$ cat config.mk
export PLATFORM = sky130hd
export DESIGN_NAME = gpio_irq_ctrl
export DESIGN_NICKNAME = d
export VERILOG_FILES = /design/src/rtl/gpio_irq_ctrl.sv
export SDC_FILE = /design/constraint.sdc
export NUM_CORES = 1
export LEC_CHECK = 0
export CORE_MARGIN = 5
export CORE_UTILIZATION = 50
export DETAILED_ROUTE_END_ITERATION = 8
export PLACE_DENSITY = 0.81
export SYNTH_ARGS = -nofsm -noshare
export SYNTH_HDL_FRONTEND = slang
export SYNTH_SLANG_ARGS = --single-unit
$ cat constraint.sdc
create_clock -name clk_i -period 25.3 [get_ports clk_i]
set_clock_uncertainty 0.2 [all_clocks]
set_input_delay 3.795 -clock clk_i [delete_from_list [all_inputs] [get_ports clk_i]]
set_output_delay 3.795 -clock clk_i [all_outputs]
set_load 0.005 [all_outputs]
$ cat src/rtl/gpio_irq_ctrl.sv
// GPIO interrupt controller: pad sync, optional debounce, level/edge detect,
// sticky pending vector and a registered prioritised interrupt request.
module gpio_irq_ctrl #(
  parameter int N_CH        = 32,
  parameter int SYNC_STAGES = 2,
  parameter int DB_CNT      = 4,
  parameter int ID_W        = 5
) (
  input  logic            clk_i,
  input  logic            rst_i,
  input  logic [N_CH-1:0] gpio_i,
  input  logic [N_CH-1:0] int_en_i,
  input  logic [N_CH-1:0] int_mode_i,
  input  logic [N_CH-1:0] int_pol_i,
  input  logic [N_CH-1:0] int_both_i,
  input  logic [N_CH-1:0] db_en_i,
  input  logic [15:0]     db_div_i,
  input  logic [N_CH-1:0] set_i,
  input  logic [N_CH-1:0] clr_i,
  output logic [N_CH-1:0] status_o,
  output logic            irq_o,
  output logic [ID_W-1:0] irq_id_o,
  output logic            irq_valid_o
);

  localparam int CW   = (DB_CNT > 1) ? $clog2(DB_CNT) : 1;
  localparam int WARM = SYNC_STAGES + 2;
  localparam int WW   = $clog2(WARM + 1);

  logic [SYNC_STAGES-1:0][N_CH-1:0] r_sync;
  logic [N_CH-1:0][CW-1:0]          r_cnt;
  logic [N_CH-1:0]                  r_filt;
  logic [N_CH-1:0]                  r_prev;
  logic [N_CH-1:0]                  r_status;
  logic [15:0]                      r_pre;
  logic [WW-1:0]                    r_warm;
  logic                             r_irq;
  logic [ID_W-1:0]                  r_id;

  logic [N_CH-1:0] w_sync;
  logic [N_CH-1:0] w_rise;
  logic [N_CH-1:0] w_fall;
  logic [N_CH-1:0] w_edge;
  logic [N_CH-1:0] w_level;
  logic [N_CH-1:0] w_status_nxt;
  logic [N_CH-1:0] w_pend;
  logic [ID_W-1:0] w_id;
  logic            w_tick;
  logic            w_warm;

  assign w_sync = r_sync[SYNC_STAGES-1];
  assign w_tick = (r_pre >= db_div_i);
  assign w_warm = (r_warm == WW'(WARM));

  always_ff @(posedge clk_i or posedge rst_i) begin
    if (rst_i) begin
      r_sync <= '0;
      r_pre  <= '0;
      r_warm <= '0;
    end else begin
      r_sync <= {r_sync[SYNC_STAGES-2:0], gpio_i};
      r_pre  <= w_tick ? 16'd0 : r_pre + 16'd1;
      if (!w_warm)
        r_warm <= r_warm + WW'(1);
    end
  end

  always_ff @(posedge clk_i or posedge rst_i) begin
    if (rst_i) begin
      r_filt <= '0;
      r_cnt  <= '0;
    end else begin
      for (int i = 0; i < N_CH; i++) begin
        if (!db_en_i[i]) begin
          r_filt[i] <= w_sync[i];
          r_cnt[i]  <= '0;
        end else if (w_sync[i] == r_filt[i]) begin
          r_cnt[i] <= '0;
        end else if (w_tick) begin
          if (r_cnt[i] == CW'(DB_CNT - 1)) begin
            r_filt[i] <= w_sync[i];
            r_cnt[i]  <= '0;
          end else begin
            r_cnt[i] <= r_cnt[i] + CW'(1);
          end
        end
      end
    end
  end

  assign w_rise = r_filt & ~r_prev;
  assign w_fall = ~r_filt & r_prev;

  // Edges stay masked until prev has caught up with the first synced value.
  assign w_edge = int_mode_i & int_en_i & {N_CH{w_warm}}
                & ((int_both_i & (w_rise | w_fall))
                 | (~int_both_i & int_pol_i & w_rise)
                 | (~int_both_i & ~int_pol_i & w_fall));

  assign w_level = ~int_mode_i & int_en_i & ~(r_filt ^ int_pol_i);

  // A held level yields to a clear for one cycle and re-asserts after it;
  // edges and software sets always beat a clear.
  assign w_status_nxt = ((r_status | w_level) & ~clr_i) | w_edge | set_i;

  assign w_pend = r_status & int_en_i;

  always_comb begin
    w_id = '0;
    for (int i = N_CH - 1; i >= 0; i--)
      if (w_pend[i])
        w_id = ID_W'(i);
  end

  always_ff @(posedge clk_i or posedge rst_i) begin
    if (rst_i) begin
      r_prev   <= '0;
      r_status <= '0;
      r_irq    <= 1'b0;
      r_id     <= '0;
    end else begin
      r_prev   <= r_filt;
      r_status <= w_status_nxt;
      r_irq    <= |w_pend;
      r_id     <= w_id;
    end
  end

  assign status_o    = r_status;
  assign irq_o       = r_irq;
  assign irq_id_o    = r_id;
  assign irq_valid_o = r_irq;

endmodule

Yosys cells after proc, flatten, opt, wreduce, memory -nomap -nowiden
Index checks and enable logic that the tools add are counted.
Widths: inputs -> output; s select.

word-level totals
  bits of input ports = 274
  logic and storage cells = 650
  output and inout port bits = 39
  register bits after elaboration = 249

operators by class
  muxes and demuxes = 289
  add/subtract/negate cells = 34
  reduce and logical (&&, ||, !) cells = 33
  equal/unequal tests = 193
  bitwise operators = 28
  $lt $le $gt $ge = 1

operators with widths
  cell                   count
  $and 32x32->32         14
  $mux 2                 128
  $not 32->32            7
  $or 32x32->32          6
  $mux 5                 32
  $mux 1                 128
  $ne 2x1->1 const B     64
  $ne 3x1->1 const B     32
  $reduce_and 3->1       32
  $add 2x1->2 const B    32
  $eq 2x2->1 const B     32
  $ne 2x2->1 const B     32
  $eq 1x1->1             32
  $reduce_or 32->1       1
  $xor 32x32->32         1
  $add 16x1->16 const B  1
  $ge 16x16->1           1
  $mux 16                1
  $add 3x1->3 const B    1
  $eq 3x3->1 const B     1

Longest topological paths before layout
  depth after elaboration = 33
  mapped depth = 9
  depth with buffers taken out = 7

Least setup slack after synthesis
Ideal clock, no wire load.

  path type = input-to-reg
  from = input port db_div_i[11]
  to = register r_filt[10]
  buffers on the path = 1
  data arrival time = 5.435 ns
  required time = 24.975 ns
  setup slack = 19.540 ns
  setup time = 0.125 ns
  stages = 8
  path through = inv_1 ha_1 and4_4 a221o_1 nor2_8 buf_12 o221ai_2 mux2_4

on the way
  cells in the longest elaborated chain, start to end = 3

RTL lines
  element                            RTL line  source
  from (decl)                        17        input logic [15:0] db_div_i,
  $ge 16x16->1                       52        assign w_tick = (r_pre >= db_div_i);
  $ne 2x1->1 (no source line)        --
  $reduce_and 3->1 (no source line)  --
  to (signal, indexed assignment)    75        r_filt[i] <= w_sync[i];
  to (signal, indexed assignment)    81        r_filt[i] <= w_sync[i];
  to (decl)                          32        logic [N_CH-1:0] r_filt;

No other way between the ends.
A chain may end at the register's enable or synchronous reset.

Final worst setup path
  from = input port db_div_i[10]
  to = register r_cnt[16] (netlist name)

on the way
  cells in the longest elaborated chain, start to end = 2

RTL lines
  element                          RTL line  source
  $ge 16x16->1                     52
  $ne 3x1->1 (no source line)      --
  to (signal, indexed assignment)  84        r_cnt[i] <= r_cnt[i] + CW'(1);
  to (decl)                        31        logic [N_CH-1:0][CW-1:0] r_cnt;

No other way between the ends.

==> flow_summary.ini <==
[run_status]
outcome = completed

[clocking]
cts_tree = yes
clk_latency_ns = 0.52
root_buffer = clkbuf_16
cts.clk_slew.worst_paths_ns = 0.06
cts_buffers = 27
clock_path_buffers = 3
hold_buffers = 0
post_cts_resized = 0
post_cts.repair.setup_buffers = 0
clock-sinks = 249
h-tree-depth = 1

[synthesis]
synthDistinctLibCells = 49
synth-seq-cells = 249
netlist_area_um2 = 14000
synth_cells = 1321
syn-num-nets = 1710
yosysWarningCount = 0
syn_avg_cell_area_um2 = 10.6
synth_edf_count = 0
yosysSeqAreaShare = 0.446
synth_top_area_frac = 0.446
synth-async-reset-ratio = 1.00
synth.area.top_cells = dfrtp_1 45%, ha_1 10%, nand2_1 7.1%
ys.flop_type = dfrtp_1
synth_area_leader_cell = dfrtp_1

[timing]
finalCritPeriodShare = 0.287
drv_slew = 0
worst_slew_pin_slew_ns = 0.992
fmax_ghz = 0.138
setup_viol = 0
hold_viol = 0
rsz0062_at_grt = no
fin_tns_setup_ns = 0
worst_hold_slack_ns = 0.146
fin_crit_ns = 7.26
timing.slew.headroom = 0.336

[final_layout]
drive_gt1_frac = 0.0935
fin_nets = 2026
multi_input_area_um2 = 7070
seq_area_um2 = 6230
areaGrowthSynthToFinish_pct = 31.6
n_fill_cell = 2089

[die]
die_h_um = 177
io_pins = 313
num_rows = 61
die_w_um = 177
initial_core_util = 0.505
core_um2 = 27700
die-area_um2 = 31400

[drt]
drc = 0
first_iter_violations = 677
routed_wl_um = 36800
firstDrtPassIters = 4
vias_per_cell = 5.30
drtAntennaViolNets = 0
num_vias = 10800
wire_per_inst_um = 18.1

[critical_path]
crit_fanout = 53
r2r_cells = 8
regToRegSetupSlack_ns = 21.35
start_kind = input pin
cp-end-kind = flip-flop
worstReg2RegEnd = r_cnt[16]$_DFFE_PP0P_
crit_arrival_ns = 7.49
rr_startpoint = r_pre[10]$_DFF_PP0_
crit_required_ns = 25.53
path_class = in2reg

[global_routing]
grt_pass1_vias = 11300
grt_pass1_wl_um = 57900
globalRouteOverflowTotal = 0
antenna_found_initial = 4
grt_max_degree = 136
grtUsageTotal = 0.229

[pwr]
ir_drop_v = 0.0000486
power_density_nw_per_um2 = 59.7
design_power_total_w = 0.00110
p_leak_nw = 8.31

[placement]
io_buffers = 312
routabilityCongestion = 0.859
hpwl_um = 27700

[job]
max_cap_viol_count = 0

[hold_path]
worstHoldStart = r_sync[31]$_DFF_PP0_
whs_endpoint = w_sync[31]$_DFF_PP0_
whs_path_depth = 0
hold_class = reg2reg
==> routing by layer <==
metal | track usage | up-vias | share of wire | wire, um
met3 | 0.0350 | 71 | 0.053 | 1960
met1 | 0.289 | 5251 | 0.42 | 15400
met5 | 0 | - | 0 | 0
met4 | 0.0803 | 0 | 0.031 | 1150
met2 | 0.402 | 272 | 0.50 | 18300
li1 | - | 5222 | - | -
==> report_power, final <==
group	internal, W	switching [W]	leakage (nW)	total, W
clock network	0.000279	0.000163	0.499	0.000442
logic	0.000104	0.0000959	4.77	0.000200
registers	0.000423	0.0000329	3.05	0.000456
total	0.000807	0.000292	8.31	0.00110
==> per-stage QoR <==
| stage | instances | area, um2 | utilization | setup WS (ns) |
|---|---|---|---|---|
| 6_report | 2039 | 18400 | 0.664 | 18.04 |
| 5_1_grt | 2038 | 18400 | 0.664 | 17.79 |
| 4_1_cts | 2035 | 18400 | 0.664 | 18.03 |
| 3_5_place_dp | 1986 | 17400 | 0.627 | 17.49 |
| 2_1_floorplan | 1321 | 14000 | - | 14.46 |
| 3_3_place_gp | 1986 | 17400 | 0.627 | 17.64 |
==> cell usage after synthesis (all sizes together) (6+ instances only) <==
cell type,instances
a21oi,8
a221o,34
a22oi,9
and2,34
buf,22
clkbuf,8
dfrtp,249
ha,115
inv,117
mux2,65
mux2i,64
nand2,266
nand3,43
nor2,58
o211ai,6
o21ai,37
o221ai,32
o32ai,32
xnor2,7
xor2,72
==> cells by family (layout without fill, tap and decap cells) <==
logic type,after synthesis,in the layout,share of synthesized area
mux,129,129,0.106
other cells,0,4,0
buf+inv,147,483,0.0494
flops,249,249,0.446
compound gates,181,181,0.118
simple gates,421,421,0.128
fa+ha+maj,115,115,0.103
xor+xnor,79,79,0.0495
==> worst max-delay path, stage by stage <==
cell and delay (ns):
clkdlybuf4s50_1 0.45, inv_1 0.04, ha_1 0.29, and4_4 0.24, o211a_1 0.15, buf_4 0.38, nand2_1 0.16, o21ai_4 0.81
buf_4 0.81, mux2i_1 0.29
==> worst max path at each step <==
stage | from | endpoint
after global placement | db_div_i[15] | r_cnt[29]$_DFFE_PP0P_
after floorplan | rst_i | irq_id_o[0]$_DFF_PP0_
after global routing | db_div_i[15] | r_cnt[16]$_DFFE_PP0P_
after CTS | db_div_i[10] | r_cnt[16]$_DFFE_PP0P_
final | db_div_i[10] | r_cnt[16]$_DFFE_PP0P_
after detailed placement | db_div_i[10] | r_cnt[16]$_DFFE_PP0P_
==> placed cells by master (no fill, tap or decap), types with 5 or more instances in the layout <==
master / instances
mux2_2: 35
mux2i_1: 64
ha_1: 115
buf_4: 5
nand4_1: 5
a22oi_1: 9
nand2_1: 265
o32ai_1: 32
clkdlybuf4s50_1: 312
dfrtp_1: 249
xor2_1: 72
clkbuf_16: 27
clkinv_2: 6
a21oi_1: 8
o211ai_1: 6
o221ai_2: 30
nand3_1: 43
bufinv_16: 7
nor2_1: 57
o21ai_0: 35
and2_1: 33
inv_1: 116
xnor2_1: 7
a221o_1: 34
mux2_4: 30
==> sequential cells by signal (all words and copies together) (netlist names) <==
name and cells:
r_filt 32, w_sync 32, r_cnt 64, r_warm 3
status_o 32, r_prev 32, irq_id_o 5, r_sync 32
r_pre 16, irq_o 1
==> cell type report <==
cell class | count | area share
Clock buffer | 33 | 0.0401
Inverter | 117 | 0.0243
Antenna cell | 4 | 0.000544
Tap cell | 378 | 0.0257
Timing Repair Buffer | 317 | 0.172
Sequential cell | 249 | 0.339
Multi-Input combinational cell | 925 | 0.384
Clock inverter | 16 | 0.0145
Power figures use the tool's default switching activity.
